--- src/rtl/instruction_fetch_unit.sv ---
// Instruction fetch unit: owns the fetch PC, reads the combinational instruction
// memory, buffers words in a shift-style prefetch FIFO and hands them to decode
// over a valid/ready handshake. Branch redirects flush the buffer.
module instruction_fetch_unit #(
    parameter int unsigned        ADDR_W     = 16,
    parameter int unsigned        DATA_W     = 32,
    parameter int unsigned        FIFO_DEPTH = 2,
    parameter logic [ADDR_W-1:0]  RESET_PC   = '0,
    parameter int unsigned        MEM_WORDS  = 256
) (
    input  logic              clk,
    input  logic              rst_n,
    output logic [ADDR_W-1:0] inst_address,
    input  logic [DATA_W-1:0] read_data,
    output logic              inst_valid,
    input  logic              inst_ready,
    output logic [DATA_W-1:0] inst_data,
    output logic [ADDR_W-1:0] inst_pc,
    input  logic              redirect_valid,
    input  logic [ADDR_W-1:0] redirect_target,
    output logic              fault
);

    localparam int unsigned     CNT_W     = $clog2(FIFO_DEPTH + 1);
    localparam logic [ADDR_W:0] MEM_LIMIT = (ADDR_W + 1)'(MEM_WORDS);

    typedef enum logic {
        S_FETCH = 1'b0,
        S_FAULT = 1'b1
    } state_t;

    typedef struct packed {
        logic [ADDR_W-1:0] pc;
        logic [DATA_W-1:0] data;
    } entry_t;

    state_t            state_q, state_n;
    logic [ADDR_W-1:0] pc_q, pc_n;
    entry_t            fifo_q [FIFO_DEPTH];
    entry_t            fifo_n [FIFO_DEPTH];
    logic [CNT_W-1:0]  cnt_q, cnt_n;
    logic              valid_q;
    logic              fault_q, fault_n;

    logic              pop_c;
    logic              push_c;
    logic              full_c;
    logic              in_range_c;
    logic              target_ok_c;
    logic [CNT_W-1:0]  wr_idx_c;

    // Next-state, FIFO update and fetch PC advance; slot 0 is always the head.
    always_comb begin
        state_n  = state_q;
        pc_n     = pc_q;
        fault_n  = fault_q;
        cnt_n    = cnt_q;
        fifo_n   = fifo_q;

        in_range_c  = ({1'b0, pc_q} < MEM_LIMIT);
        target_ok_c = ({1'b0, redirect_target} < MEM_LIMIT);
        full_c      = (cnt_q == CNT_W'(FIFO_DEPTH));
        pop_c       = valid_q & inst_ready & ~redirect_valid;
        push_c      = (state_q == S_FETCH) & in_range_c & (~full_c | pop_c) & ~redirect_valid;
        wr_idx_c    = cnt_q - CNT_W'(pop_c);

        if (redirect_valid) begin
            cnt_n = '0;
            pc_n  = redirect_target;
            if (target_ok_c) begin
                state_n = S_FETCH;
                fault_n = 1'b0;
            end else begin
                state_n = S_FAULT;
                fault_n = 1'b1;
            end
        end else begin
            if (pop_c) begin
                for (int i = 0; i < int'(FIFO_DEPTH) - 1; i++) begin
                    fifo_n[i] = fifo_q[i+1];
                end
            end
            if (push_c) begin
                for (int i = 0; i < int'(FIFO_DEPTH); i++) begin
                    if (CNT_W'(i) == wr_idx_c) begin
                        fifo_n[i] = '{pc: pc_q, data: read_data};
                    end
                end
                pc_n = pc_q + ADDR_W'(1);
            end
            cnt_n = cnt_q + CNT_W'(push_c) - CNT_W'(pop_c);
            if ((state_q == S_FETCH) && !in_range_c) begin
                state_n = S_FAULT;
                fault_n = 1'b1;
            end
        end
    end

    // State, PC, FIFO and output registers.
    always_ff @(posedge clk or negedge rst_n) begin
        if (!rst_n) begin
            state_q <= S_FETCH;
            pc_q    <= RESET_PC;
            cnt_q   <= '0;
            valid_q <= 1'b0;
            fault_q <= 1'b0;
            for (int i = 0; i < int'(FIFO_DEPTH); i++) begin
                fifo_q[i] <= '0;
            end
        end else begin
            state_q <= state_n;
            pc_q    <= pc_n;
            cnt_q   <= cnt_n;
            valid_q <= (cnt_n != '0);
            fault_q <= fault_n;
            fifo_q  <= fifo_n;
        end
    end

    assign inst_address = pc_q;
    assign inst_valid   = valid_q;
    assign inst_data    = fifo_q[0].data;
    assign inst_pc      = fifo_q[0].pc;
    assign fault        = fault_q;

endmodule
--- config.mk ---
export PLATFORM = sky130hd
export DESIGN_NAME = instruction_fetch_unit
export DESIGN_NICKNAME = d
export VERILOG_FILES = /design/src/rtl/instruction_fetch_unit.sv
export SDC_FILE = /design/constraint.sdc
export NUM_CORES = 1
export LEC_CHECK = 0
export ABC_AREA = 0
export BUFFER_PORTS_ARGS = -buffer_cell sky130_fd_sc_hd__clkbuf_2
export CAP_MARGIN = 20
export CELL_PAD_IN_SITES_DETAIL_PLACEMENT = 1
export CELL_PAD_IN_SITES_GLOBAL_PLACEMENT = 1
export CORE_UTILIZATION = 45
export DETAILED_ROUTE_END_ITERATION = 6
export GPL_ROUTABILITY_DRIVEN = 0
export MAX_ROUTING_LAYER = met4
export PLACE_DENSITY_LB_ADDON = 0.1
export SLEW_MARGIN = 20
export SYNTH_ARGS = -nofsm -noshare
export SYNTH_HDL_FRONTEND = slang
export SYNTH_SLANG_ARGS = --single-unit
--- constraint.sdc ---
create_clock -name clk -period 4.11 [get_ports clk]
set_input_delay 0.822 -clock clk [delete_from_list [all_inputs] [get_ports clk]]
set_output_delay 0.822 -clock clk [all_outputs]
set_load 0.05 [all_outputs]
==> results of run 1 <==
==> synth_stat cells, drive strengths merged <==
library cell	n
nand2	23
nor2b	10
nor4b	1
and3	2
a21oi	49
nand3b	1
nand4	4
o21ai	7
and2	1
buf	60
or2	1
xnor2	5
ha	4
mux2	48
nand3	7
a31oi	2
mux2i	39
or3	1
inv	3
clkbuf	16
dfrtp	116
xor2	5
clkinv	1
nor4	6
nor3	46
and4b	1
nor3b	1
nor2	6
==> worst paths after layout <==
path                                  start       endpoint  slack (ps)  cells past startpoint
max                          redirect_valid     fifo_q[14]        1350                      9
max reg2reg                inst_address[13]     inst_valid        1440                      9
min in group clk                 fifo_q[20]     fifo_q[20]         490                      1
min                                   rst_n     inst_pc[9]         490                      1
max in group asynchronous             rst_n  inst_data[13]        2720                      2
min reg2reg                      fifo_q[20]     fifo_q[20]         490                      1
==> where the power goes <==
part / switching, mW / total [mW] / internal (mW)
combinational: 0.231 / 0.321 / 0.0899
sequential: 0.0446 / 1.24 / 1.20
clock: 0.480 / 1.30 / 0.824
total: 0.755 / 2.87 / 2.11
==> stage by stage <==
stage               worst slack (ps)  area [um2]  hold WS, ps  utilization, %  power, mW
floorplan                       1200        5380          457               -       1.50
global placement                 935        5720          466            49.6       1.58
detailed placement               901        5720          478            49.6       1.59
CTS                             1310        6240          489            54.2       2.91
global route                    1120        6240          513            54.2       2.98
finish                          1350        6240          487            54.2       2.87
==> registers in the layout, indices dropped and copies added (netlist names) <==
register,cells
fifo_q,48
fault,1
cnt_q,2
inst_valid,1
inst_pc,16
inst_address,16
inst_data,32
==> per-layer routing <==
layer / routed length (um) / track usage (%) / part of all wire (%)
met1: 5430 / 27.4 / 46
met2: 5730 / 33.8 / 48
met3: 532 / 5.23 / 4.5
met4: 187 / 8.56 / 1.6
met5: 0 / - / 0
==> kinds of logic after synthesis <==
group / Yosys count / share of synthesized area, %
XOR/XNOR: 10 / 1.63
multiplexers: 87 / 17.3
AO/OA/AOI/OAI: 58 / 5.44
flip-flops: 116 / 54.0
buffers and inverters: 80 / 9.53
adder cells (fa/ha/maj): 4 / 0.930
AND/OR/NAND/NOR: 111 / 11.2
==> cell type report <==
| cell class | count | area [um2] | share of cell area (%) |
|---|---|---|---|
| clock buffer | 26 | 499 | 8.00 |
| clock inverter | 5 | 25.0 | 0.401 |
| timing repair buffer | 126 | 656 | 10.5 |
| inverter | 4 | 15.0 | 0.241 |
| tap | 143 | 179 | 2.87 |
| multi-input combinational | 270 | 1960 | 31.5 |
| sequential | 116 | 2900 | 46.5 |
==> worst max-delay path: stages <==
cell and delay, ps:
clkbuf_2 130, nand3b_4 190, clkinv_1 290, ha_1 310, xor2_1 150, nor2_1 130, nor4b_4 230, buf_4 380
mux2_2 380
==> flow_summary.json, run 1 <==
{
  "synth.largest_area_cell": "dfrtp_1",
  "dp_cells": 659,
  "ys.warnings.count": 0,
  "fmax_mhz": 362,
  "drv_slew": 0,
  "final_cell_mix": "116 x dfrtp_1, 116 x clkbuf_2, 49 x a21oi_1",
  "synth_top_cells_by_area": "dfrtp_1 54%, mux2i_1 7.3%, buf_4 6.8%",
  "finalCritPeriodShare_pct": 67.2,
  "insertion_delay_ps": 410,
  "yosys_register_bits": 116,
  "path_clk_slew_ps": 50,
  "worst-setup-path-type": "in2reg",
  "synth_cells": 466,
  "cts_buffers": 17,
  "vias": 3662,
  "violations": "DRC",
  "powerDensity_nw_per_um2": 460,
  "grt_overflow": 0,
  "min_period_ps": 2760,
  "cp_max_fo": 25,
  "nNetsFinal": 591,
  "grt_max_degree": 71,
  "yosysUniqueCellTypes": 34,
  "grt_use_total_pct": 21.7,
  "startpoint_type": "input pin",
  "layout-drive-gt1-share_pct": 33.8,
  "clock_sinks": 116,
  "syn_to_final_growth_pct": 16.0,
  "cts_resized": 0,
  "hold_viol": 0,
  "finClkSkew_ps": 6.94,
  "status": "complete, but fails checks",
  "arrival_ps": 3050,
  "post_cts_buffers": 0,
  "hold_buffers": 0,
  "dieHeight_um": 111,
  "port_buffers": 117,
  "routed_wl_um": 11900,
  "coreArea_um2": 11500,
  "h-tree-depth": 4,
  "rsz0062_at_grt": "no",
  "critPathCaptureType": "register",
  "cts_root_buf": "clkbuf_16",
  "cts_tree": "yes",
  "fin_tns_setup_ps": 0,
  "setup_viol": 0,
  "yosysTopAreaCellShare_pct": 54.0,
  "dr.pass1.iters": 6,
  "p_leak_nw": 3.35,
  "hpwl_um": 7670,
  "ioPinCount": 118,
  "avgSynthCellArea_um2": 11.5,
  "fin_cells": 690,
  "grt_pass1_vias": 3855,
  "ant_nets": 0,
  "hold_class": "in2async",
  "initial_core_util_pct": 46.7,
  "drv_cap": 0,
  "placementRows": 39,
  "slew_headroom_pct": 46.7,
  "wire_per_inst_um": 17.2,
  "seq_area_frac_synth_pct": 54.0,
  "die_x_um": 111,
  "num-fill-cells": 1254,
  "required_ps": 4400,
  "synth_nets": 522,
  "worst_pin_slew_ps": 800,
  "die_area_um2": 12400,
  "ir_worst_vdd_uv": 265,
  "insertedDiodeCount": 0,
  "via_per_inst": 5.31,
  "synth_area_um2": 5380,
  "drtIter0Drc": 162,
  "cts.path.max_buffers": 2,
  "grt_pass1_wl_um": 20100,
  "grt_antenna_before_repair": 0,
  "drc": 14
}
(Power assumes the default switching activity.)
==> inputs of run 2 (changes only) <==
--- a/config.mk
+++ b/config.mk
@@ -10,7 +10,7 @@
 export CAP_MARGIN = 20
 export CELL_PAD_IN_SITES_DETAIL_PLACEMENT = 1
 export CELL_PAD_IN_SITES_GLOBAL_PLACEMENT = 1
-export CORE_UTILIZATION = 45
+export CORE_UTILIZATION = 39
 export DETAILED_ROUTE_END_ITERATION = 6
 export GPL_ROUTABILITY_DRIVEN = 0
 export MAX_ROUTING_LAYER = met4
==> constraint.sdc (replaced) <==
create_clock -name clk -period 2.3 [get_ports clk]
set_input_delay 0.46 -clock clk [delete_from_list [all_inputs] [get_ports clk]]
set_output_delay 0.46 -clock clk [all_outputs]
set_load 0.05 [all_outputs]
==> run 2 against run 1 <==
- the run now ends clean
- die area rose by 15%
- non-clock buffer count rose by 14
- clock-buffer cell count fell by 5
- routed wire length rose by 6.8%
- design area rose by 5.0%
- combinational power rose by 84%
- flip-flop and latch count did not move
- first-iteration DRC count rose by 17%
==> flow_summary.json, run 2 (synthesis gave the netlist of run 1 again) <==
{
  "die_area_um2": 14300,
  "crit_end": "inst_valid",
  "cp.depth": 9,
  "finClkSkew_ps": 10.7,
  "placementRows": 42,
  "grt_pass1_wl_um": 20700,
  "status": "complete, no violations",
  "finalCritPeriodShare_pct": 96.6,
  "final_cell_mix": "116 x clkbuf_2, 111 x dfrtp_1, 49 x a21oi_1",
  "path_clk_slew_ps": 60,
  "clkPwrFrac_pct": 46.9,
  "regArea_um2": 2910,
  "coreArea_um2": 13300,
  "startpoint_type": "register",
  "required_ps": 2590,
  "routed_wl_um": 12700,
  "wire_per_inst_um": 17.2,
  "port_buffers": 117,
  "slew_headroom_pct": 46.3,
  "crit_family": "simple AND/OR/NAND/NOR gates",
  "ir_worst_vdd_uv": 439,
  "swShare_pct": 26.2,
  "crit_start": "inst_address[8]",
  "cp_cell_sequence": "nor4_4, nand3_2, or3_4, ha_4, inv_2, ha_4, xnor2_2, nor2_2, or2_4",
  "cts_buffers": 17,
  "vias": 3722,
  "dieHeight_um": 119,
  "h-tree-depth": 4,
  "largest_reg_flops": 48,
  "setup_viol": 0,
  "fin_cells": 738,
  "p_switching_mw": 1.39,
  "nNetsFinal": 605,
  "grt_max_degree": 69,
  "drv_cap": 0,
  "cts_root_buf": "clkbuf_16",
  "grt_use_total_pct": 19.6,
  "crit_path_max_incr_delay_ps": 420,
  "arrival_ps": 2510,
  "layout-drive-gt1-share_pct": 38.6,
  "top_register": "fifo_q",
  "worst_pin_slew_ps": 805,
  "dr.pass1.iters": 4,
  "cts_tree": "yes",
  "cts.path.max_buffers": 2,
  "min_period_ps": 2220,
  "drc": 0,
  "clock_sinks": 116,
  "cp_max_fo": 3,
  "hold_viol": 0,
  "r2r_setup_slack_ps": 80,
  "ioPinCount": 118,
  "powerDensity_nw_per_um2": 811,
  "die_x_um": 119,
  "via_per_inst": 5.04,
  "initial_core_util_pct": 40.3,
  "grt_overflow": 0,
  "p_leak_nw": 3.45,
  "grt_pass1_vias": 3964,
  "fmax_mhz": 450,
  "rsz0062_at_grt": "yes",
  "hold_class": "in2async",
  "timing.rr.start": "inst_address[8]",
  "ant_nets": 0,
  "hpwl_um": 8530,
  "syn_to_final_growth_pct": 21.8,
  "intPower_mw": 3.92,
  "grt_antenna_before_repair": 0,
  "multi_input_area_um2": 2030,
  "reg2reg_to": "inst_valid",
  "drtIter0Drc": 189,
  "worstRegToRegCells": 9,
  "path_buf_inv": 1,
  "worst-setup-path-type": "reg2reg",
  "combPwrFrac_pct": 11.1,
  "insertedDiodeCount": 0,
  "num-fill-cells": 1464,
  "final_common_cell": "clkbuf_2",
  "critPathCaptureType": "register",
  "fin_hold_ws_ps": 36.4,
  "insertion_delay_ps": 410,
  "dp_cells": 704,
  "cpMostUsedCell": "ha_4",
  "seq_power_share_pct": 42.0,
  "drv_slew": 0,
  "cp_slowest_cell": "dfrtp_2"
}
## run 2: how the worst min path moves through the flow
stage / startpoint / endpoint / cells after the start
finish: rst_n / inst_pc[14] / 1
global route: rst_n / fifo_q[40] / 1
CTS: rst_n / inst_pc[14] / 1
detailed placement: fifo_q[19] / fifo_q[19] / 1
global placement: rst_n / inst_pc[14] / 1
floorplan: rst_n / cnt_q[0] / 0
## run 2: final cells by class
| cell class | count | share of cell area, % |
|---|---|---|
| timing repair buffer | 140 | 12.4 |
| sequential | 116 | 44.4 |
| tap | 176 | 3.36 |
| clock inverter | 11 | 1.68 |
| clock buffer | 21 | 6.87 |
| multi-input combinational | 270 | 31.0 |
| inverter | 4 | 0.306 |
## run 2: metal layers
metal  vias up  global-route usage (%)  routed length (um)
met5         -                       -                   0
met4         0                    8.05                 188
met3        15                    4.93                 565
met2        82                    29.7                6170
met1      1875                    25.0                5780
li1       1750                       -                   -
## run 2: what timing repair did
action                                  in CTS  in global routing
pin swaps                                    2                  3
hold buffers                                 0                  0
endpoints found under the hold margin        0                  0
resized for setup                            0                  7
endpoints found under the setup margin       1                 22
setup buffers                                1                  1
## run 2: power by group through the flow
| stage | sequential (mW) | clock, mW | combinational, mW |
|---|---|---|---|
| after floorplan | 2.33 | 0 | 0.353 |
| after global placement | 2.26 | 0 | 0.585 |
| after detailed placement | 2.27 | 0 | 0.594 |
| after CTS | 2.23 | 2.56 | 0.599 |
| after global routing | 2.24 | 2.65 | 0.637 |
| final | 2.23 | 2.49 | 0.591 |
## run 2: stage by stage
stage | cell area, um2 | setup slack (ps) | utilization [%] | setup TNS, ps | power [mW]
finish | 6550 | 77.2 | 49.1 | 0 | 5.31
global route | 6550 | -45.5 | 49.1 | -210 | 5.53
global placement | 5940 | 18.0 | 44.5 | 0 | 2.84
detailed placement | 5940 | -70.5 | 44.5 | -1100 | 2.86
CTS | 6510 | 32.1 | 48.7 | 0 | 5.39
floorplan | 5450 | -167 | - | -167 | 2.69
## run 2: worst register-to-register path: stages (launching register included)
cell and delay, ps:
dfrtp_2 420, nor4_4 300, nand3_2 100, or3_4 360, ha_4 270, inv_2 40, ha_4 150, xnor2_2 140
nor2_2 70, or2_4 250
==> inputs of run 3 (changes only) <==
--- a/config.mk
+++ b/config.mk
@@ -10,6 +10,7 @@
 export CAP_MARGIN = 20
 export CELL_PAD_IN_SITES_DETAIL_PLACEMENT = 1
 export CELL_PAD_IN_SITES_GLOBAL_PLACEMENT = 1
+export CORE_ASPECT_RATIO = 1.1
 export CORE_UTILIZATION = 39
 export DETAILED_ROUTE_END_ITERATION = 6
 export GPL_ROUTABILITY_DRIVEN = 0
==> run 3 against run 2 <==
- cell count increased by 0.81%
- critical path depth down 1
- design area up 0.73%
- worst hold slack gained 46 ps
- maximum frequency grew 1.6%
- non-clock buffer count is 1 lower
- global-route usage up 0.25 points
- first-iteration DRC count fell by 44%
- routed wire length is 1.9% lower
- critical path type unchanged
- critical endpoint is now fifo_q[38]
- highest routed layer unchanged
==> flow_summary.json, run 3 (synthesis gave the netlist of run 1 again) <==
{
  "insertion_delay_ps": 410,
  "slew_headroom_pct": 57.1,
  "cp_cell_sequence": "nand3b_4, clkinv_4, ha_1, xor2_1, nor2_1, nor4b_4, buf_4, mux2_2",
  "worst_pin_slew_ps": 643,
  "status": "complete, no violations",
  "fmax_mhz": 457,
  "ant_nets": 0,
  "min_period_ps": 2190,
  "finClkSkew_ps": 5.37,
  "die_x_um": 114,
  "vias": 3741,
  "cts_tree": "yes",
  "routed_wl_um": 12500,
  "placementRows": 44,
  "critPathCaptureType": "register",
  "coreArea_um2": 13300,
  "largest_reg_flops": 48,
  "final_cell_mix": "115 x clkbuf_2, 111 x dfrtp_1, 49 x a21oi_1",
  "power_mw": 5.44,
  "grt_max_degree": 53,
  "ioPinCount": 118,
  "top_register": "fifo_q",
  "port_buffers": 117,
  "worst-setup-path-type": "reg2reg",
  "required_ps": 2590,
  "crit_path_max_incr_delay_ps": 430,
  "drv_slew": 0,
  "hold_viol": 0,
  "arrival_ps": 2480,
  "grt_overflow": 0,
  "path_clk_slew_ps": 50,
  "multi_input_area_um2": 2030,
  "syn_to_final_growth_pct": 22.7,
  "final_common_cell": "clkbuf_2",
  "regArea_um2": 2910,
  "dp_cells": 711,
  "path_buf_inv": 2,
  "dr.pass1.iters": 4,
  "drc": 0,
  "h-tree-depth": 4,
  "fin_cells": 744,
  "grt_pass1_wl_um": 20800,
  "drv_cap": 0,
  "cts_buffers": 17,
  "num-fill-cells": 1471,
  "grt_use_total_pct": 19.8,
  "rsz0062_at_grt": "no",
  "cp_max_fo": 15,
  "cp_slowest_cell": "dfrtp_2",
  "nNetsFinal": 604,
  "via_per_inst": 5.03,
  "hpwl_um": 8340,
  "ir_worst_vdd_uv": 401,
  "dieHeight_um": 125,
  "hold_class": "in2async",
  "layout-drive-gt1-share_pct": 38.0,
  "wire_per_inst_um": 16.7,
  "powerDensity_nw_per_um2": 824,
  "cts.path.max_buffers": 2,
  "clock_sinks": 116,
  "drtIter0Drc": 105,
  "insertedDiodeCount": 0,
  "cts_root_buf": "clkbuf_16",
  "crit_family": "simple AND/OR/NAND/NOR gates",
  "initial_core_util_pct": 40.4,
  "p_leak_nw": 3.46,
  "finalCritPeriodShare_pct": 95.2,
  "die_area_um2": 14300,
  "grt_pass1_vias": 4060,
  "grt_antenna_before_repair": 0,
  "setup_viol": 0,
  "startpoint_type": "register"
}
-- run 3: metal layers --
layer / wire, um / vias up / GRT usage [%]
met3: 684 / 12 / 6.16
met2: 6130 / 92 / 30.7
met4: 140 / 0 / 7.79
met5: 0 / - / -
li1: - / 1746 / -
met1: 5500 / 1891 / 24.1
-- run 3: path summary, 6_finish.rpt --
kind,depth (start not counted),start,slack [ps],endpoint
max,8,inst_valid,110,fifo_q[38]
min,1,rst_n,80,inst_pc[6]
max reg2reg,8,inst_valid,110,fifo_q[38]
min reg2reg,1,fifo_q[20],490,fifo_q[20]
max in group asynchronous,2,rst_n,1610,inst_data[18]
min in group clk,3,redirect_target[0],270,inst_address[0]
-- run 3: power by group --
group          leakage, nW  switching [mW]  internal (mW)  total (mW)
clock network        0.291           0.859           1.76        2.62
registers             1.53          0.0824           2.14        2.23
logic                 1.64           0.416          0.175       0.591
-- run 3: cell type report --
cell class / count / area share (%)
flip-flops and latches: 116 / 44.1
clock inverters: 3 / 0.986
multi-input cells: 270 / 30.8
clock buffers: 28 / 7.98
well taps: 184 / 3.49
inverters: 4 / 0.303
repair buffers: 139 / 12.4
-- run 3: what timing repair did --
action                     4_1_cts  5_1_grt
gates resized for setup          0        4
hold buffers                     0        0
hold endpoints to repair         0        0
setup endpoints to repair        0        1
setup buffers                    0        2
-- run 3: stage by stage --
step | TNS, ps | hold slack (ps) | setup slack [ps] | util (%) | cell area, um2
2_1_floorplan | -167 | 164 | -167 | - | 5450
3_5_place_dp | -2230 | 478 | -103 | 44.8 | 5970
6_report | 0 | 82.2 | 111 | 49.5 | 6600
5_1_grt | 0 | 119 | 17.5 | 49.5 | 6600
4_1_cts | 0 | 96.4 | 8.92 | 49.2 | 6560
3_3_place_gp | -259 | 466 | -29.4 | 44.8 | 5970
